==> src/rtl/cnt_seq_pkg.sv <==
// Shared types and constants for the target-count sequencer.
// State encoding plus the up/down/hold command codes sent to up_counter.
package cnt_seq_pkg;

  typedef enum logic [1:0] {
    IDLE = 2'd0,
    EVAL = 2'd1,
    STEP = 2'd2,
    DONE = 2'd3
  } state_e;

  localparam logic [1:0] CNT_UP   = 2'b10;
  localparam logic [1:0] CNT_DN   = 2'b01;
  localparam logic [1:0] CNT_HOLD = 2'b00;

  localparam logic [7:0] STEPS_SAT = 8'hff;

  // Saturating step-counter increment.
  function automatic logic [7:0] steps_inc(
    input logic [7:0] s
  );
    if (s == STEPS_SAT) begin
      return s;
    end
    return s + 8'd1;
  endfunction

endpackage

==> src/rtl/counter_target_seq.sv <==
// Drives an external up_counter toward a captured target, one step at a time.
// Ports: clk, rst (async low), start, abort, target, cnt in; cnt_ent, busy, done, err, steps out.
module counter_target_seq
  import cnt_seq_pkg::*;
#(
  parameter int WIDTH     = 6,
  parameter int MAX_STEPS = 100
) (
  input  logic             clk,
  input  logic             rst,
  input  logic             start,
  input  logic             abort,
  input  logic [WIDTH-1:0] target,
  input  logic [WIDTH-1:0] cnt,
  output logic [1:0]       cnt_ent,
  output logic             busy,
  output logic             done,
  output logic             err,
  output logic [7:0]       steps
);

  localparam logic [7:0] MAX_Q = 8'(MAX_STEPS);

  state_e           state_q;
  logic [WIDTH-1:0] target_q;
  logic [1:0]       cnt_ent_q;
  logic             busy_q;
  logic             done_q;
  logic             err_q;
  logic [7:0]       steps_q;
  logic [7:0]       steps_d;
  logic [1:0]       dir_d;

  always_comb begin
    steps_d = steps_inc(steps_q);
    dir_d   = (cnt < target_q) ? CNT_UP : CNT_DN;
  end

  // Each step is STEP then EVAL, so the counter has
  // settled before every compare and never overshoots.
  always_ff @(posedge clk or negedge rst) begin
    if (!rst) begin
      state_q   <= IDLE;
      target_q  <= '0;
      cnt_ent_q <= CNT_HOLD;
      busy_q    <= 1'b0;
      done_q    <= 1'b0;
      err_q     <= 1'b0;
      steps_q   <= '0;
    end else begin
      unique case (state_q)
        IDLE: begin
          cnt_ent_q <= CNT_HOLD;
          done_q    <= 1'b0;
          if (start && !abort) begin
            target_q <= target;
            steps_q  <= '0;
            err_q    <= 1'b0;
            busy_q   <= 1'b1;
            state_q  <= EVAL;
          end
        end
        EVAL: begin
          if (abort) begin
            cnt_ent_q <= CNT_HOLD;
            busy_q    <= 1'b0;
            state_q   <= IDLE;
          end else if (cnt == target_q) begin
            done_q  <= 1'b1;
            state_q <= DONE;
          end else if (steps_q == MAX_Q) begin
            err_q   <= 1'b1;
            busy_q  <= 1'b0;
            state_q <= IDLE;
          end else begin
            cnt_ent_q <= dir_d;
            steps_q   <= steps_d;
            state_q   <= STEP;
          end
        end
        STEP: begin
          cnt_ent_q <= CNT_HOLD;
          if (abort) begin
            busy_q  <= 1'b0;
            state_q <= IDLE;
          end else begin
            state_q <= EVAL;
          end
        end
        DONE: begin
          done_q  <= 1'b0;
          busy_q  <= 1'b0;
          state_q <= IDLE;
        end
        default: begin
          cnt_ent_q <= CNT_HOLD;
          done_q    <= 1'b0;
          busy_q    <= 1'b0;
          state_q   <= IDLE;
        end
      endcase
    end
  end

  assign cnt_ent = cnt_ent_q;
  assign busy    = busy_q;
  assign done    = done_q;
  assign err     = err_q;
  assign steps   = steps_q;

endmodule

==> config.mk <==
export PLATFORM = sky130hd
export DESIGN_NAME = counter_target_seq
export DESIGN_NICKNAME = d
export VERILOG_FILES = /design/src/rtl/cnt_seq_pkg.sv /design/src/rtl/counter_target_seq.sv
export SDC_FILE = /design/constraint.sdc
export NUM_CORES = 1
export LEC_CHECK = 0
export BUFFER_PORTS_ARGS = -buffer_cell sky130_fd_sc_hd__buf_2
export CAP_MARGIN = 20
export CORE_MARGIN = 5
export CORE_UTILIZATION = 41
export CTS_BUF_LIST = sky130_fd_sc_hd__clkbuf_2
export DETAILED_ROUTE_END_ITERATION = 12
export HOLD_SLACK_MARGIN = 0.15
export PLACE_DENSITY_LB_ADDON = 0.08
export SYNTH_ARGS = -nofsm -noshare
export SYNTH_HDL_FRONTEND = slang
export SYNTH_SLANG_ARGS = --single-unit
export TNS_END_PERCENT = 50
==> constraint.sdc <==
create_clock -name clk -period 1.7 [get_ports clk]
set_input_delay 0.17 -clock clk [delete_from_list [all_inputs] [get_ports clk]]
set_output_delay 0.17 -clock clk [all_outputs]
set_load 0.1 [all_outputs]
# Yosys cells after proc, flatten, opt, wreduce, memory -nomap -nowiden
# Index checks and enable logic that the tools add are counted.
[word_totals]
reg_bits = 21
latchBits = 0
mem_bits_rw = 0
rom_bits = 0
in_bits = 16
output_inout_bits = 13
n_memories = 0
[op_classes]
add_sub_neg = 1
n_mul = 0
div = 0
order_cmp = 1
eq_ne = 17
shift = 0
mux = 32
n_bitwise = 0
reduce_logical = 14
[ops]
columns = ["op", "count"]
rows = [
  ["2-to-1 mux 8 bit", 5],
  ["2-to-1 mux 2 bit", 8],
  ["one-hot mux 8 bit (2 select lines)", 1],
  ["!= test 2 bit, second input constant", 7],
  ["2-to-1 mux 1 bit", 13],
  ["!= test 3 bit, second input constant", 4],
  ["adder 8 x 1 -> 8 bit, second input constant", 1],
  ["== test 8 x 7 -> 1 bit, second input constant", 1],
  ["== test 8 bit, second input constant", 1],
  ["one-hot mux 2 bit (4 select lines)", 1],
  ["== test 6 bit", 1],
  ["< comparator 6 bit", 1],
  ["AND reduction 3 bit", 2],
  ["AND reduction 6 bit", 1],
  ["nonzero test 2 bit", 3],
  ["AND reduction 5 bit", 1],
  ["== test 2 bit, second input constant", 2],
  ["one-hot mux 1 bit (2 select lines)", 2],
  ["one-hot mux 1 bit (4 select lines)", 1],
  ["one-hot mux 2 bit (2 select lines)", 1],
  ["AND reduction 4 bit", 1],
  ["OR reduction 2 bit", 2],
  ["== test 2 x 1 -> 1 bit, second input constant", 1],
  ["logical NOT 2 bit", 1],
  ["3 further kinds", 3],
]

# Depth between registers and ports, before layout
# Gate-level depths: netlist of run 1.
[depth]
depth_word = 7
depth_mapped = 8
ltp_nobuf = 7

# Least setup slack after synthesis of run 1
# No wires, ideal clock.
[synth_path]
path_kind = "reg-to-reg"
startpoint = "reg steps_q[5], in the netlist steps[5]"
endpoint = "reg steps_q[1], in the netlist steps[1]"
setup_ps = 126
arrival_time_ps = 2159
required_time_ps = 1574
slack_ps = -585
stages_incl_launch_ff = 6
cell_sequence = "dfrtp_1 > nand3b_1 > or4_4 > nand2_2 > nor3_2 > a311o_1"
[synth_between]
elab_chain_cells = 4
[synth_lines]
columns = ["item", "line_no", "source"]
rows = [
  ["start: declaration", "counter_target_seq.sv:30", "logic [7:0] steps_q;"],
  ["start signal: assignment", "counter_target_seq.sv:77", "steps_q <= steps_d;"],
  ["== test 8 bit", "cnt_seq_pkg.sv:22", "if (s == STEPS_SAT) begin"],
  ["2-to-1 mux 1 bit", "cnt_seq_pkg.sv:22", ""],
  ["!= test 3 bit (no line)", "-", ""],
  ["AND reduction 6 bit (no line) (*)", "-", ""],
]
# Every way passes the cells marked *; elsewhere a longest branch is shown, timed or not.
# A chain may end at the register's enable or synchronous reset.

# Final worst setup path of run 1
[layout_path]
startpoint = "reg steps_q[7], in the netlist steps[7]"
endpoint = "reg steps_q[1], in the netlist steps[1]"
# Same word-level chain as after synthesis.

==> impl_metrics.tcl, run 1 <==
set metrics [dict create \
    status "finished with violations" \
    violations "negative setup slack" \
    firstDrtPassIters 5 \
    yosysWarnings 0 \
    syn_avg_cell_area_um2 9.66 \
    worstPathCellList "nand3b_1 -> or4_4 -> nand2_4 -> nor3_2 -> a311o_1" \
    worstSetupEndpoint "steps[1]$_DFFE_PN0P_" \
    grt_usage_pct 17.0 \
    layout.cells.non_filler 245 \
    max_freq_ghz 0.561 \
    slew_headroom_pct 66.6 \
    rsz0062_at_grt "yes" \
    swShare_pct 52.1 \
    use_met1_pct 20.8 \
    wirelength_um 3560 \
    clock-skew-final_ps 3.01 \
    reg2reg_to "steps[1]$_DFFE_PN0P_" \
    area_growth_pct 51.5 \
    final_nets 231 \
    cp_max_fo 4 \
    overflow 0 \
    power.internal_mw 1.73 \
    cp_data_arrival_time_ps 2030 \
    placementRows 20 \
    crit_start "steps[7]$_DFFE_PN0P_" \
    critPathRequiredTime_ps 1940 \
    hold_path.class "input pin to register" \
    syn-num-nets 166 \
    ant_nets 0 \
    synthArstFlopShare_pct 100 \
    placedCellCount 226 \
    clk_latency_ps 330 \
    drv_cap 0 \
    synth_ff_type "dfrtp_1" \
    drtIter0Drc 29 \
    antenna_cells 0 \
    final_common_cell "buf_2" \
    tns_ps -279 \
    final_hold_viol_count 0 \
    dr_total_vias 1277 \
    p_sw_mw 1.88 \
    r2r_start "steps[7]$_DFFE_PN0P_" \
    layout_common_cells "28 x buf_2, 26 x buf_4, 13 x dfrtp_1" \
    avgRoutedWirePerCell_um 14.5 \
    grt_util_met3_pct 2.70 \
    dieArea_um2 4460 \
    grt_pass1_vias 1281 \
    setup_slack_ps -82.4 \
    ff2ff_setup_slack_ps -80 \
    setup_violations 6 \
    p_per_area_nw_per_um2 1800 \
    seq_area_frac_synth_pct 39.7 \
    fin_area_um2 2010 \
    place_hpwl_um 2610 \
    cp_num_buf_inv 0 \
    clock_path_buffers 2 \
    h-tree-depth 1 \
    die_w_um 66.8 \
    crit_cells 5 \
    worstRegToRegCells 5 \
    worst_pin_slew_ps 502 \
    grt_max_degree 22 \
    netlist_area_um2 1320 \
    finalCritPeriodShare_pct 105 \
    cts_tree "done" \
    ir_drop_v 0.00128 \
    synth_cell_types 39 \
    core-area_um2 3080 \
    portBuffers 28 \
    end_kind "register" \
    io_pins 29 \
    critical_path.top_delay_family "simple AND/OR/NAND/NOR gates" \
    grt_pass1_wl_um 5770 \
    period_needed_ps 1780 \
    path_class "register to register" \
    drive_above_1_share_pct 51.7 \
    p_leak_nw 0.904 \
    vias_per_cell 5.21 \
    routabilityCongestion 0.832 \
    seqPwrFrac_pct 24.5 \
    place_area_um2 1710 \
    synth_seq_cells 21 \
    use_met2_pct 30.8 \
    min_path_cells 4 \
    grt-busiest-layer "met2" \
    cts-root-buf "clkbuf_2" \
    cts.sinks 21 \
    drcViolationCount 0 \
    initial_core_util_pct 43.0 \
    path_clk_slew_ps 210 \
    cts_made_buffers 3 \
    die_y_um 66.8 \
    slowest_delay_ps 560 \
    combPwrFrac_pct 69.5 \
    fillCellCount 265 \
    synth_cells 137 \
    cp-start-kind "register" \
    critical-path-slowest-cell "or4_4" \
    maxSlewViolCount 0 \
    clkPwrFrac_pct 6.0 \
    antenna_found_initial 0 \
    synth-edff-count 0 \
]
==> tightest hold or removal path, cell delays in order <==
cell,delay [ps]
buf_2,180
nor4_4,70
nand2_1,60
o2bb2ai_1,60
==> power groups by stage <==
| stage | sequential [mW] | combinational, mW | clock [mW] |
|---|---|---|---|
| after floorplan | 1.54 | 0.905 | 0 |
| after global placement | 0.866 | 2.12 | 0 |
| after detailed placement | 0.877 | 2.14 | 0 |
| after CTS | 0.877 | 2.41 | 0.230 |
| after global routing | 0.912 | 2.72 | 0.248 |
| final | 0.887 | 2.51 | 0.215 |
==> kinds of logic after synthesis <==
group | count (synthesis) | share of synthesized area [%]
simple gates | 41 | 16.8
compound gates | 40 | 20.9
flops | 21 | 39.7
buf+inv | 15 | 4.35
fa+ha+maj | 13 | 12.3
mux | 7 | 5.95
==> flip-flops by register name (all words and copies together) (netlist names) <==
register  cells
busy          1
cnt_ent       2
done          1
err           1
state_q       2
steps         8
target_q      6
==> metrics by stage <==
step / power [mW] / utilization, % / hold WS, ps / setup WS (ps)
after floorplan: 2.44 / - / -126 / -232
after global placement: 2.98 / 55.7 / 167 / -78.0
after CTS: 3.52 / 63.7 / 190 / -70.4
after detailed placement: 3.02 / 55.7 / 167 / -113
final: 3.61 / 65.2 / 225 / -82.4
after global routing: 3.88 / 65.2 / 228 / -130
==> cell usage after synthesis, drive strengths merged, types with 2 or more instances <==
| cell | number | area [um2] |
|---|---|---|
| dfrtp | 21 | 526 |
| ha | 13 | 163 |
| inv | 12 | 45.0 |
| nand2 | 8 | 32.5 |
| nor2 | 8 | 30.0 |
| o21ai | 8 | 40.0 |
| a21oi | 7 | 35.0 |
| mux2 | 7 | 78.8 |
| nand3 | 6 | 30.0 |
| nand2b | 4 | 25.0 |
| a21o | 3 | 22.5 |
| a31oi | 3 | 18.8 |
| nor3 | 3 | 20.0 |
| a211oi | 2 | 15.0 |
| a221oi | 2 | 17.5 |
| clkbuf | 2 | 7.51 |
| nand3b | 2 | 15.0 |
| nand4 | 2 | 12.5 |
| nor2b | 2 | 12.5 |
| nor4 | 2 | 12.5 |
| o21a | 2 | 15.0 |
| o31ai | 2 | 15.0 |
| o41ai | 2 | 17.5 |
==> routing by layer <==
layer  share of wire, %  vias to the layer above  wire [um]
met3                4.2                        4        149
met5                  0                        -          0
li1                   -                      632          -
met1                 44                      613       1570
met4               0.59                        0         21
met2                 51                       28       1830
==> final cells by class <==
type	instances	area, um2	area share [%]
Multi-Input combinational cell	101	908	45.3
Sequential cell	21	548	27.3
Timing Repair Buffer	63	427	21.3
Tap cell	44	55.1	2.74
Inverter	12	47.5	2.37
Clock buffer	3	15.0	0.749
Clock inverter	1	5.00	0.250
==> worst min path at each step <==
stage	slack (ps)	startpoint	to
floorplan	-130	rst	busy$_DFFE_PN0P_
global placement	170	rst	state_q[1]$_DFFE_PN0N_
detailed placement	170	rst	state_q[1]$_DFFE_PN0N_
CTS	190	abort	cnt_ent[0]$_DFFE_PN0P_
global route	230	abort	cnt_ent[0]$_DFFE_PN0P_
finish	220	abort	cnt_ent[0]$_DFFE_PN0P_
==> repair_timing <==
action | 4_1_cts | 5_1_grt
hold buffers | 8 | 0
setup endpoints to repair | 17 | 20
pin swaps | 7 | 1
buffers inserted | 5 | 2
endpoints found under the hold margin | 28 | 0
resized for setup | 16 | 9
No activity file was read; power rests on OpenSTA's default activity.
==> run 2, diff against run 1 <==
PLACE_DENSITY = 0.65   (was not set)
PLACE_DENSITY_LB_ADDON = not set   (was 0.08)
==> impl_metrics.tcl, run 2 (synthesis results as in run 1) <==
set metrics [dict create \
    clock-skew-final_ps 23.3 \
    layout_common_cells "27 x buf_2, 24 x buf_4, 13 x dfrtp_1" \
    placedCellCount 228 \
    crit_start "steps[7]$_DFFE_PN0P_" \
    setup_violations 7 \
    max_freq_ghz 0.549 \
    min_to "cnt_ent[0]$_DFFE_PN0P_" \
    swShare_pct 52.6 \
    min_from "abort" \
    combPwrFrac_pct 70.3 \
    critPathRequiredTime_ps 2000 \
    violations "negative setup slack" \
    drcViolationCount 0 \
    cts.sinks 21 \
    ir_drop_v 0.00134 \
    worst_pin_slew_ps 490 \
    layout.cells.non_filler 244 \
    routabilityCongestion 0.831 \
    clock_path_buffers 2 \
    area_growth_pct 56.0 \
    wirelength_um 3790 \
    io_pins 29 \
    r2r_start "steps[7]$_DFFE_PN0P_" \
    largest_reg_flops 8 \
    p_sw_mw 1.97 \
    rsz0062_at_grt "yes" \
    final_core_util_pct 67.1 \
    power.internal_mw 1.77 \
    grt_pass1_wl_um 5940 \
    path_class "register to register" \
    grt_usage_pct 17.5 \
    clk_latency_ps 340 \
    p_leak_nw 0.929 \
    setup_slack_ps -123 \
    final_common_cell "buf_2" \
    avgRoutedWirePerCell_um 15.5 \
    reg2reg_to "err$_DFFE_PN0P_" \
    tns_ps -435 \
    antenna_cells 0 \
    cts_made_buffers 3 \
    clkPwrFrac_pct 5.8 \
    overflow 0 \
    path_clk_slew_ps 230 \
    dr_total_vias 1288 \
    drive_above_1_share_pct 56.0 \
    initial_core_util_pct 43.0 \
    ant_nets 0 \
    antenna_found_initial 0 \
    worstRegToRegCells 4 \
    p_per_area_nw_per_um2 1810 \
    period_needed_ps 1820 \
    grt_pass1_vias 1285 \
    final_nets 230 \
    firstDrtPassIters 4 \
    min_path_cells 4 \
    cp-start-kind "register" \
    final_hold_viol_count 0 \
    slew_headroom_pct 67.6 \
    cp_max_fo 4 \
    h-tree-depth 1 \
    seqPwrFrac_pct 23.9 \
    grt_max_degree 22 \
    placementRows 20 \
    maxSlewViolCount 0 \
    status "finished with violations" \
    die_y_um 66.8 \
    portBuffers 28 \
    core-area_um2 3080 \
    place_hpwl_um 2700 \
    cts_tree "done" \
    drtIter0Drc 38 \
    cts-root-buf "clkbuf_2" \
    end_kind "register" \
    dieArea_um2 4460 \
    drv_cap 0 \
    finalCritPeriodShare_pct 107 \
    cp_data_arrival_time_ps 2130 \
    hold_path.class "input pin to register" \
    pre_cts_ws_ps -146 \
    ff2ff_setup_slack_ps -120 \
    die_w_um 66.8 \
    vias_per_cell 5.28 \
]
## run 2: changes by cell type in the layout (fill, tap and decap cells not counted), moves of 3 or more
cell     previous run  this run
o21ai_2             0         4
a21oi_1             5         2
o21ai_0             6         1
a21oi_2             2         5
## run 2: area by class of cell
| type | instances | area, um2 |
|---|---|---|
| clock buffers | 3 | 15.0 |
| clock inverters | 1 | 5.00 |
| fillers | 253 | 1010 |
| inverters | 12 | 47.5 |
| multi-input cells | 101 | 965 |
| flip-flops and latches | 21 | 548 |
| well taps | 44 | 55.1 |
| repair buffers | 62 | 429 |
## run 2: routing by layer
metal | part of all wire (%) | wire (um) | track usage (%) | up-vias
li1 | - | - | - | 636
met1 | 46 | 1730 | 22.4 | 608
met2 | 49 | 1860 | 30.4 | 42
met3 | 4.8 | 183 | 2.53 | 2
met4 | 0.45 | 17 | 4.82 | 0
met5 | 0 | 0 | 0 | -
## run 2: power groups by stage
stage / clock [mW] / combinational [mW] / sequential [mW]
6_report: 0.216 / 2.63 / 0.896
5_1_grt: 0.253 / 2.81 / 0.922
4_1_cts: 0.228 / 2.41 / 0.866
3_5_place_dp: 0 / 2.23 / 0.875
3_3_place_gp: 0 / 2.17 / 0.857
2_1_floorplan: 0 / 0.905 / 1.54
## run 2: worst max path at each step
stage,cells past startpoint,slack (ps),to
floorplan,7,-230,steps[1]$_DFFE_PN0P_
global placement,7,-80,steps[1]$_DFFE_PN0P_
detailed placement,6,-150,done$_DFFE_PN0P_
CTS,6,-90,err$_DFFE_PN0P_
global route,4,-200,err$_DFFE_PN0P_
finish,4,-120,err$_DFFE_PN0P_
## run 2: worst max-delay path, cell delays in order (launching register included)
cell and delay [ps]:
dfrtp_4 510, nand3b_1 230, or4_4 570, a221oi_4 330, o22a_1 170
## run 2: timing repair
action,4_1_cts,5_1_grt
hold buffers,8,0
pin swaps,11,16
endpoints found under the setup margin,18,22
hold endpoints to repair,28,0
setup buffers,2,3
gates resized for setup,15,32
## run 2: metrics by stage
| step | instance area [um2] | hold slack, ps | total power, mW |
|---|---|---|---|
| after floorplan | 1380 | -126 | 2.44 |
| after global placement | 1730 | 161 | 3.02 |
| after detailed placement | 1730 | 160 | 3.10 |
| after CTS | 1910 | 177 | 3.50 |
| after global routing | 2060 | 209 | 3.98 |
| final | 2060 | 226 | 3.75 |
==> run 3, diff against run 2 <==
CORE_UTILIZATION = 50   (was 41)
PLACE_DENSITY = 0.77   (was 0.65)
==> impl_metrics.tcl, run 3 (synthesis results as in run 1) <==
set metrics [dict create \
    drtIter0Drc 74 \
    cts-root-buf "clkbuf_2" \
    maxSlewViolCount 0 \
    rsz0062_at_grt "yes" \
    dr_total_vias 1422 \
    p_leak_nw 0.934 \
    clock-skew-final_ps 2.21 \
    worst_pin_slew_ps 498 \
    status "finished with violations" \
    power.total_mw 3.79 \
    cts.sinks 21 \
    die_w_um 61.5 \
    grt_max_degree 22 \
    critPathRequiredTime_ps 1950 \
    grt_usage_pct 20.5 \
    drive_above_1_share_pct 55.6 \
    clock_path_buffers 2 \
    ant_nets 0 \
    avgRoutedWirePerCell_um 18.1 \
    cp_data_arrival_time_ps 2070 \
    firstDrtPassIters 4 \
    period_needed_ps 1820 \
    grt_pass1_vias 1352 \
    die_y_um 61.5 \
    layout_common_cells "28 x buf_2, 28 x buf_4, 13 x dfrtp_1" \
    setup_slack_ps -124 \
    violations "negative setup slack" \
    drv_cap 0 \
    antenna_found_initial 0 \
    clk_latency_ps 330 \
    path_class "register to register" \
    ir_drop_v 0.00178 \
    dieArea_um2 3780 \
    path_clk_slew_ps 200 \
    slew_headroom_pct 67.0 \
    cp_max_fo 4 \
    largest_reg_flops 8 \
    place_hpwl_um 2600 \
    h-tree-depth 1 \
    final_nets 235 \
    setup_violations 9 \
    max_freq_ghz 0.548 \
    placementRows 18 \
    cts_made_buffers 3 \
    area_growth_pct 54.9 \
    p_per_area_nw_per_um2 1850 \
    grt_pass1_wl_um 5750 \
    routabilityCongestion 0.904 \
    final_hold_viol_count 0 \
    overflow 0 \
    core-area_um2 2500 \
    vias_per_cell 6.03 \
    io_pins 29 \
    cts_tree "done" \
    cp-start-kind "register" \
    portBuffers 28 \
    initial_core_util_pct 53.0 \
    finalCritPeriodShare_pct 107 \
    hold_path.class "input pin to register" \
    end_kind "register" \
    wirelength_um 4280 \
    drcViolationCount 0 \
    final_core_util_pct 82.0 \
]
==> run 3: final cells by class <==
class	instances	area, um2
clock buffer	4	20.0
inverter	12	47.5
timing repair buffer	67	464
antenna	1	2.50
tap	30	37.5
sequential	21	548
fill	131	449
multi-input combinational	101	931
==> run 3: power breakdown <==
part           total, mW  internal [mW]  leakage (nW)  switching (mW)
sequential         0.892          0.709         0.255           0.183
clock              0.223         0.0622        0.0166           0.160
combinational       2.68           1.04         0.663            1.64
==> run 3: path summary, 6_finish.rpt <==
check | start | endpoint | slack (ps) | cells past startpoint
worst max-delay path | steps[7]$_DFFE_PN0P_ | steps[1]$_DFFE_PN0P_ | -120 | 5
worst min-delay path | abort | cnt_ent[0]$_DFFE_PN0P_ | 210 | 4
worst max register to register | steps[7]$_DFFE_PN0P_ | steps[1]$_DFFE_PN0P_ | -120 | 5
worst min register to register | cnt_ent[0]$_DFFE_PN0P_ | cnt_ent[0]$_DFFE_PN0P_ | 510 | 1
max in group asynchronous | rst | steps[5]$_DFFE_PN0P_ | 1040 | 2
min in group asynchronous | rst | cnt_ent[0]$_DFFE_PN0P_ | 290 | 2
==> run 3: per-stage QoR <==
| stage | std cells | area (um2) | setup WS [ps] | hold slack, ps | TNS [ps] |
|---|---|---|---|---|---|
| after floorplan | 137 | 1380 | -232 | -126 | -1310 |
| after global placement | 216 | 1730 | -69.8 | 157 | -155 |
| after detailed placement | 216 | 1730 | -166 | 159 | -540 |
| after CTS | 229 | 1890 | -80.9 | 188 | -432 |
| after global routing | 235 | 2050 | -147 | 232 | -1210 |
| final | 236 | 2050 | -124 | 213 | -455 |
==> run 3: repair_timing <==
| action | CTS | global route |
|---|---|---|
| setup endpoints to repair | 11 | 21 |
| hold buffers | 8 | 0 |
| endpoints found under the hold margin | 28 | 0 |
| resized for setup | 8 | 31 |
| pin swaps | 5 | 9 |
| buffers inserted | 1 | 6 |
==> run 3: critical path, stage by stage (launching register included) <==
cell	delay [ps]
dfrtp_4	510
nand3b_1	250
or4_4	560
nand2_4	110
nor3_2	40
a311o_1	270
==> run 3: metal layers <==
metal,part of all wire (%),up-vias,track usage (%)
met5,0,-,0
met4,4.9,0,9.39
met3,5.4,24,2.94
met2,51,76,36.4
met1,38,674,24.3
li1,-,648,-
